## src/rtl/pc_fetch_unit_pkg.sv

```systemverilog
// Shared encodings for the PC / next-PC fetch stage.
package pc_fetch_unit_pkg;

    // Next-PC source select
    localparam logic [1:0] PC_SEQ = 2'b00;  // PC + 4
    localparam logic [1:0] PC_BR  = 2'b01;  // PC + 4 + sign-extended word offset
    localparam logic [1:0] PC_J   = 2'b10;  // J-type target from instruction memory
    localparam logic [1:0] PC_JR  = 2'b11;  // register jump (rs value)

    // Fetch control states
    typedef enum logic [1:0] {
        S_INIT  = 2'b00,
        S_RUN   = 2'b01,
        S_HALT  = 2'b10,
        S_FAULT = 2'b11
    } state_t;

    localparam logic [31:0] DEFAULT_RESET_PC = 32'h0000_0000;

endpackage

```

## src/rtl/next_pc_mux.sv

```systemverilog
// Combinational next-PC candidate selection and PC4 generation.
module next_pc_mux
    import pc_fetch_unit_pkg::*;
(
    input  logic [31:0] pc,
    input  logic [1:0]  pc_src,
    input  logic [15:0] immediate,
    input  logic [31:0] jump_pc,
    input  logic [31:0] reg_jump_addr,
    output logic [31:0] next_pc,
    output logic [3:0]  pc4
);

    logic [31:0] seq_pc;
    logic [31:0] br_pc;

    // Immediate is a word offset, so it is shifted left by two before adding
    assign seq_pc = pc + 32'd4;
    assign br_pc  = seq_pc + {{14{immediate[15]}}, immediate, 2'b00};
    assign pc4    = seq_pc[31:28];

    // Pick the candidate named by pc_src
    always_comb begin
        next_pc = seq_pc;
        case (pc_src)
            PC_SEQ:  next_pc = seq_pc;
            PC_BR:   next_pc = br_pc;
            PC_J:    next_pc = jump_pc;
            PC_JR:   next_pc = reg_jump_addr;
            default: next_pc = seq_pc;
        endcase
    end

endmodule

```

## src/rtl/pc_fetch_unit.sv

```systemverilog
// PC register, run/halt/fault control, fetch-address check and retired
// instruction counter for the single-cycle MIPS fetch stage.
//
// Flow control: PCWre is a stall qualifier, not a handshake. In S_RUN an
// edge with PCWre=1 (and no halt or fault) retires the current instruction
// and advances the PC; PCWre=0 holds PC and counter. There is no
// back-pressure toward the caller. The FSM state is held in `state` so
// checkers can observe it directly.
module pc_fetch_unit
    import pc_fetch_unit_pkg::*;
#(
    parameter logic [31:0] RESET_PC   = DEFAULT_RESET_PC,
    parameter int          IMEM_BYTES = 128
) (
    input  logic        CLK,
    input  logic        Reset,
    input  logic        PCWre,
    input  logic [1:0]  PCSrc,
    input  logic [15:0] Immediate,
    input  logic [31:0] JumpPC,
    input  logic [31:0] RegJumpAddr,
    input  logic        Halt,
    output logic [31:0] InsAddr,
    output logic [3:0]  PC4,
    output logic        InsMemRW,
    output logic [31:0] NextPC,
    output logic        Halted,
    output logic        AddrErr,
    output logic [31:0] FaultAddr,
    output logic [31:0] InstrCount
);

    // Highest word-aligned address that still lies inside the instruction memory
    localparam logic [31:0] LAST_ADDR = 32'(IMEM_BYTES - 4);

    state_t state;
    logic   addr_bad;

    next_pc_mux u_next_pc_mux (
        .pc            (InsAddr),
        .pc_src        (PCSrc),
        .immediate     (Immediate),
        .jump_pc       (JumpPC),
        .reg_jump_addr (RegJumpAddr),
        .next_pc       (NextPC),
        .pc4           (PC4)
    );

    // A target is rejected if misaligned or past the last word of memory
    assign addr_bad = (NextPC[1:0] != 2'b00) || (NextPC > LAST_ADDR);

    // Fetch FSM with PC, counter and sticky flags as registered outputs
    always_ff @(posedge CLK) begin
        if (!Reset) begin
            state      <= S_INIT;
            InsAddr    <= RESET_PC;
            InsMemRW   <= 1'b0;
            Halted     <= 1'b0;
            AddrErr    <= 1'b0;
            FaultAddr  <= 32'd0;
            InstrCount <= 32'd0;
        end else begin
            case (state)
                S_INIT: begin
                    // One read cycle for the first instruction; PC held
                    state    <= S_RUN;
                    InsMemRW <= 1'b1;
                end
                S_RUN: begin
                    if (Halt) begin
                        // The halt instruction itself retires
                        state      <= S_HALT;
                        Halted     <= 1'b1;
                        InsMemRW   <= 1'b0;
                        InstrCount <= InstrCount + 32'd1;
                    end else if (!PCWre) begin
                        state <= S_RUN;
                    end else if (addr_bad) begin
                        state     <= S_FAULT;
                        AddrErr   <= 1'b1;
                        FaultAddr <= NextPC;
                        InsMemRW  <= 1'b0;
                    end else begin
                        InsAddr    <= NextPC;
                        InstrCount <= InstrCount + 32'd1;
                    end
                end
                default: begin
                    // S_HALT / S_FAULT: everything frozen until reset
                    state    <= state;
                    InsMemRW <= 1'b0;
                end
            endcase
        end
    end

endmodule

```

## config.mk

```make
export PLATFORM = sky130hd
export DESIGN_NAME = pc_fetch_unit
export DESIGN_NICKNAME = d
export VERILOG_FILES = /design/src/rtl/pc_fetch_unit_pkg.sv /design/src/rtl/next_pc_mux.sv /design/src/rtl/pc_fetch_unit.sv
export SDC_FILE = /design/constraint.sdc
export NUM_CORES = 1
export LEC_CHECK = 0
export CAP_MARGIN = 30
export CORE_AREA = 4 4 205 107
export CTS_CLUSTER_DIAMETER = 80
export CTS_CLUSTER_SIZE = 20
export DETAILED_ROUTE_END_ITERATION = 10
export DIE_AREA = 0 0 209 111
export PLACE_DENSITY_LB_ADDON = 0.08
export SLEW_MARGIN = 20
export SYNTH_ARGS = -nofsm -noshare
export SYNTH_HDL_FRONTEND = slang
export SYNTH_HIERARCHICAL = 1
export SYNTH_SLANG_ARGS = --single-unit
```

## constraint.sdc

```tcl
create_clock -name CLK -period 6.1 [get_ports CLK]
set_clock_uncertainty 0.1 [all_clocks]
set_input_delay 1.83 -clock CLK [delete_from_list [all_inputs] [get_ports CLK]]
set_output_delay 1.83 -clock CLK [all_outputs]
set_load 0.02 [all_outputs]
```

# == Yosys cells after proc, flatten, opt, wreduce, memory -nomap -nowiden ==
# Cells that the tools add are included.
# totals
input_bits,86
out_inout_bits,135
word_cells,45
register_bits,101
# op_classes
n_addsub,3
mux,12
eq_ne,8
bitwise,2
reduce_logical,12
n_lt_le_gt_ge,1
# ops
operator,n
32-bit case mux with 4 select lines,1
32-bit two-way mux,3
"32-bit by 1-bit adder with 32-bit output, second input constant",1
"32-bit by 3-bit adder with 32-bit output, second input constant",1
32-bit adder,1
"32-bit by 7-bit greater-than comparator with 1-bit output, second input constant",1
4-bit AND reduction,2
2-bit two-way mux,3
"3-bit != test, second input constant",2
2-bit AND reduction,3
2-bit nonzero test,3
"2-bit by 1-bit equality test with 1-bit output, second input constant",2
"2-bit equality test, second input constant",2
2-bit logical NOT,2
"4-bit != test, second input constant",1
2-bit case mux with 2 select lines,1
1-bit two-way mux,3
3-bit AND reduction,1
"2-bit != test, second input constant",1
1-bit inverter,2
1-bit case mux with 2 select lines,1
1-bit logical OR,1

# == Longest topological paths before layout ==
# logic_depth
ltp_word,9
ltp_mapped,24
depth_no_buf,21

# == Hierarchy ==
# Netlist, hierarchy kept.
# modules_own_cells
mod,area_per_inst_um2,cells_each,n_inst,seq_area_each_um2
pc_fetch_unit,4097.7,423,1,2021.9
next_pc_mux,2837.7,346,1,0.0

# == Worst setup path after synthesis ==
# OpenSTA, ideal clock, no wires.
# synth_timing
kind,in2out
from,in Immediate[0]
to,out NextPC[30]
slack_ps,27
arrival_ps,4143
path_stages,12
n_path_buf,0
cell_sequence,ha_1 -> inv_1 -> fa_1 -> nor2b_1 -> o31a_1 -> o21ai_1 -> o211a_1 -> o211ai_1 -> nand4_1 -> a31oi_1 -> xor2_1 -> mux4_2
# synth_between
elab_chain_cells,2
# synth_rtl
item,line,rtl
start: declaration,pc_fetch_unit.sv:19,"input logic [15:0] Immediate,"
32-bit adder,next_pc_mux.sv:19,"assign br_pc = seq_pc + {{14{immediate[15]}}, immediate, 2'b00};"
32-bit case mux with 4 select lines,next_pc_mux.sv:25,case (pc_src)
end: declaration,pc_fetch_unit.sv:26,"output logic [31:0] NextPC,"
# Every way passes these cells.

# == Worst setup path in the final report ==
# layout_timing
from,in Immediate[0]
to,out NextPC[26]
# The elaborated chain is that of the path after synthesis.

==> flow_metrics.env <==
export IMPL_synth_edf_count=0
export IMPL_synth_async_reset_ratio_pct=0
export IMPL_num_rows=37
export IMPL_viasPerCell=5.23
export IMPL_total_power_mw=1.74
export IMPL_start_util_pct=34.4
export IMPL_dr_total_vias=7550
export IMPL_grt_setup_unrepaired="yes"
export IMPL_ir_worst_vdd_mv=0.128
export IMPL_grt_overflow_total=0
export IMPL_worst_slack_ps=-439
export IMPL_worst_ep_arrival_time_ps=4610
export IMPL_grt_use_total_pct=23.6
export IMPL_critPathCaptureType="primary output"
export IMPL_setup_viol=19
export IMPL_gp_congestion=0.915
export IMPL_drv_slew=0
export IMPL_grt_use_met2_pct=29.3
export IMPL_hp_start="state[1]"
export IMPL_post_route_drc_count=0
export IMPL_grt_pass1_vias=7133
export IMPL_layout_commonest_cell="buf_4"
export IMPL_h_tree_depth=3
export IMPL_yosysWarnings=6
export IMPL_clkTransAtPathRegs_ps=80
export IMPL_die_w_um=209
export IMPL_synth_main_ff_cell="dfxtp_1"
export IMPL_startpoint="Immediate[0]"
export IMPL_clock_latency_ps=360
export IMPL_status="finished, violations left"
export IMPL_startpoint_type="primary input"
export IMPL_fin_crit_sh_pct=107
export IMPL_use_met1_pct=39.0
export IMPL_cts_hold_fix_buffers=0
export IMPL_synth_seq_cells=101
export IMPL_pre_cts_slack_ps=-1380
export IMPL_max_cap_violations=0
export IMPL_syn_area_um2=6940
export IMPL_die_y_um=111
export IMPL_dr_pass1_iters=5
export IMPL_required_ps=4170
export IMPL_violations="setup timing"
export IMPL_cts_root_buf="clkbuf_16"
export IMPL_seq_area_um2=2020
export IMPL_core_area_um2=20200
export IMPL_syn_nets=891
export IMPL_syn2layout_area_growth_pct=75.6
export IMPL_ys_seq_area_share_pct=29.2
export IMPL_port_buffers=220
export IMPL_antenna_found_initial=0
export IMPL_place_hpwl_um=22200
export IMPL_p_per_area_nw_per_um2=143
export IMPL_wl_um=29100
export IMPL_final_nets=1288
export IMPL_final_cell_mix="buf_4, clkdlybuf4s50_1, dfxtp_1"
export IMPL_num_fill_cells=1803
export IMPL_multi_input_area_um2=5530
export IMPL_grt_pass1_wl_um=43000
export IMPL_drtAntennaViolNets=0
export IMPL_n_antenna_cell=0
export IMPL_drive_gt1_share_pct=35.5
export IMPL_gr_max_usage_layer="met1"
export IMPL_r2r_start="InsAddr[2]"
export IMPL_power_leakage_nw=5.19
export IMPL_grt_max_degree=57
export IMPL_cp_max_fo=2
export IMPL_worst_pin_slew_ps=930
export IMPL_ios=221
export IMPL_wl_per_cell_um=20.1
export IMPL_slew_headroom_pct=38.0
export IMPL_numCtsBuffers=9
export IMPL_syn_area_per_cell_um2=9.02
export IMPL_syn_inst=769
export IMPL_gr_usage_met3_pct=7.94
export IMPL_cts_tree="yes"
export IMPL_fin_crit_ps=6540
export IMPL_clock_sinks=101
export IMPL_drt_initial_drc_count=573
export IMPL_netlist_cell_type_count=65
export IMPL_clockBufferDepth=2
export IMPL_dieArea_um2=23200
export IMPL_critical_path_class="primary input to primary output"
export IMPL_min_path_type="flip-flop to flip-flop"
export IMPL_hold_viol=0
export IMPL_fmax_mhz=153
-- layout make-up --
class / instances / area share [%]
sequential: 101 / 16.6
multi-input combinational: 609 / 45.4
inverter: 19 / 0.586
clock buffer: 9 / 1.85
timing repair buffer: 426 / 32.1
tap: 273 / 2.80
clock inverter: 7 / 0.637
-- cell usage after synthesis, types with 2 or more instances --
library cell / instances / share of area, %
o21bai_1: 2 / 0.22
a21o_1: 17 / 1.8
clkbuf_1: 30 / 1.6
nor3_1: 10 / 0.72
nor2_1: 73 / 4.0
nor4b_2: 2 / 0.43
and3_1: 11 / 0.99
nand3b_1: 2 / 0.22
nand2b_1: 17 / 1.5
buf_1: 4 / 0.22
nor4_2: 3 / 0.54
buf_2: 3 / 0.22
o2111ai_1: 7 / 0.88
nor4_1: 11 / 0.99
xor2_1: 16 / 2.0
dfxtp_1: 101 / 29
buf_4: 3 / 0.32
and4_1: 5 / 0.63
o31ai_1: 11 / 1.2
o311ai_1: 3 / 0.38
mux4_2: 29 / 9.4
o41ai_1: 3 / 0.38
and2_1: 33 / 3.0
nand4_1: 24 / 2.2
nand2_1: 51 / 2.8
a21oi_1: 44 / 3.2
ha_1: 35 / 6.3
or3_1: 3 / 0.27
a41oi_1: 4 / 0.51
nor2b_1: 5 / 0.45
inv_1: 19 / 1.0
nor3_2: 2 / 0.29
o21a_1: 2 / 0.22
nand3_1: 32 / 2.3
or2_2: 3 / 0.27
a221o_1: 2 / 0.29
o21ai_0: 14 / 1.0
mux2i_1: 53 / 7.6
xnor2_1: 38 / 4.8
a31oi_1: 4 / 0.36
a41o_1: 3 / 0.43
or4_1: 12 / 1.3
-- final timing paths --
| kind | end | slack, ps | cells past startpoint |
|---|---|---|---|
| max | NextPC[26] | -440 | 16 |
| min | InsMemRW | 350 | 1 |
| max reg2reg | InstrCount[14] | 430 | 26 |
| min reg2reg | InsMemRW | 350 | 1 |
-- state kept, by name (all words and copies together), names as in the netlist --
signal / cells
AddrErr: 1
state: 2
InstrCount: 32
Halted: 1
FaultAddr: 32
InsMemRW: 1
InsAddr: 32
-- critical path, stage by stage --
cell	delay, ps
buf_8	70
ha_4	120
inv_2	40
fa_2	390
nor2b_2	150
o31a_1	230
o21ai_2	80
o211a_1	240
o211ai_1	170
buf_4	150
buf_4	100
buf_6	80
a41oi_2	100
xnor2_2	190
mux4_2	490
buf_6	150
-- through the flow --
stage                     std cells  instance area [um2]  util, %  setup TNS (ps)  hold slack (ps)
final                          1444                12200     60.3           -4430              355
after global routing           1444                12200     60.3           -6460              395
after CTS                      1434                11600     57.5           -4790              356
after detailed placement       1400                10800     53.3         -105700              334
after global placement         1399                10700     53.2         -101970              332
after floorplan                 769                 6940        -               0              316
-- report_power, final --
group | total (mW) | internal [mW] | switching, mW
Clock | 0.616 | 0.325 | 0.291
Combinational | 0.448 | 0.231 | 0.216
Sequential | 0.675 | 0.669 | 0.00621
Total | 1.74 | 1.22 | 0.514
-- cell families after synthesis --
| logic type | Yosys count | share of synthesized area [%] |
|---|---|---|
| XOR/XNOR | 54 | 6.82 |
| AND/OR/NAND/NOR | 306 | 23.9 |
| AO/OA/AOI/OAI | 131 | 13.1 |
| adder cells (fa/ha/maj) | 36 | 6.60 |
| multiplexers | 82 | 17.1 |
| flip-flops | 101 | 29.2 |
| buffers and inverters | 59 | 3.41 |
-- per-layer routing --
layer | vias to the layer above | wire, um
met3 | 10 | 2790
li1 | 3652 | -
met4 | 0 | 122
met2 | 280 | 10900
met1 | 3608 | 15300
met5 | - | 0
-- repair_timing --
item | 4_1_cts | 5_1_grt
gates resized for setup | 227 | 116
pin swaps | 64 | 69
setup endpoints to repair | 127 | 124
buffers inserted | 20 | 13
Power figures use the tool's default switching activity.
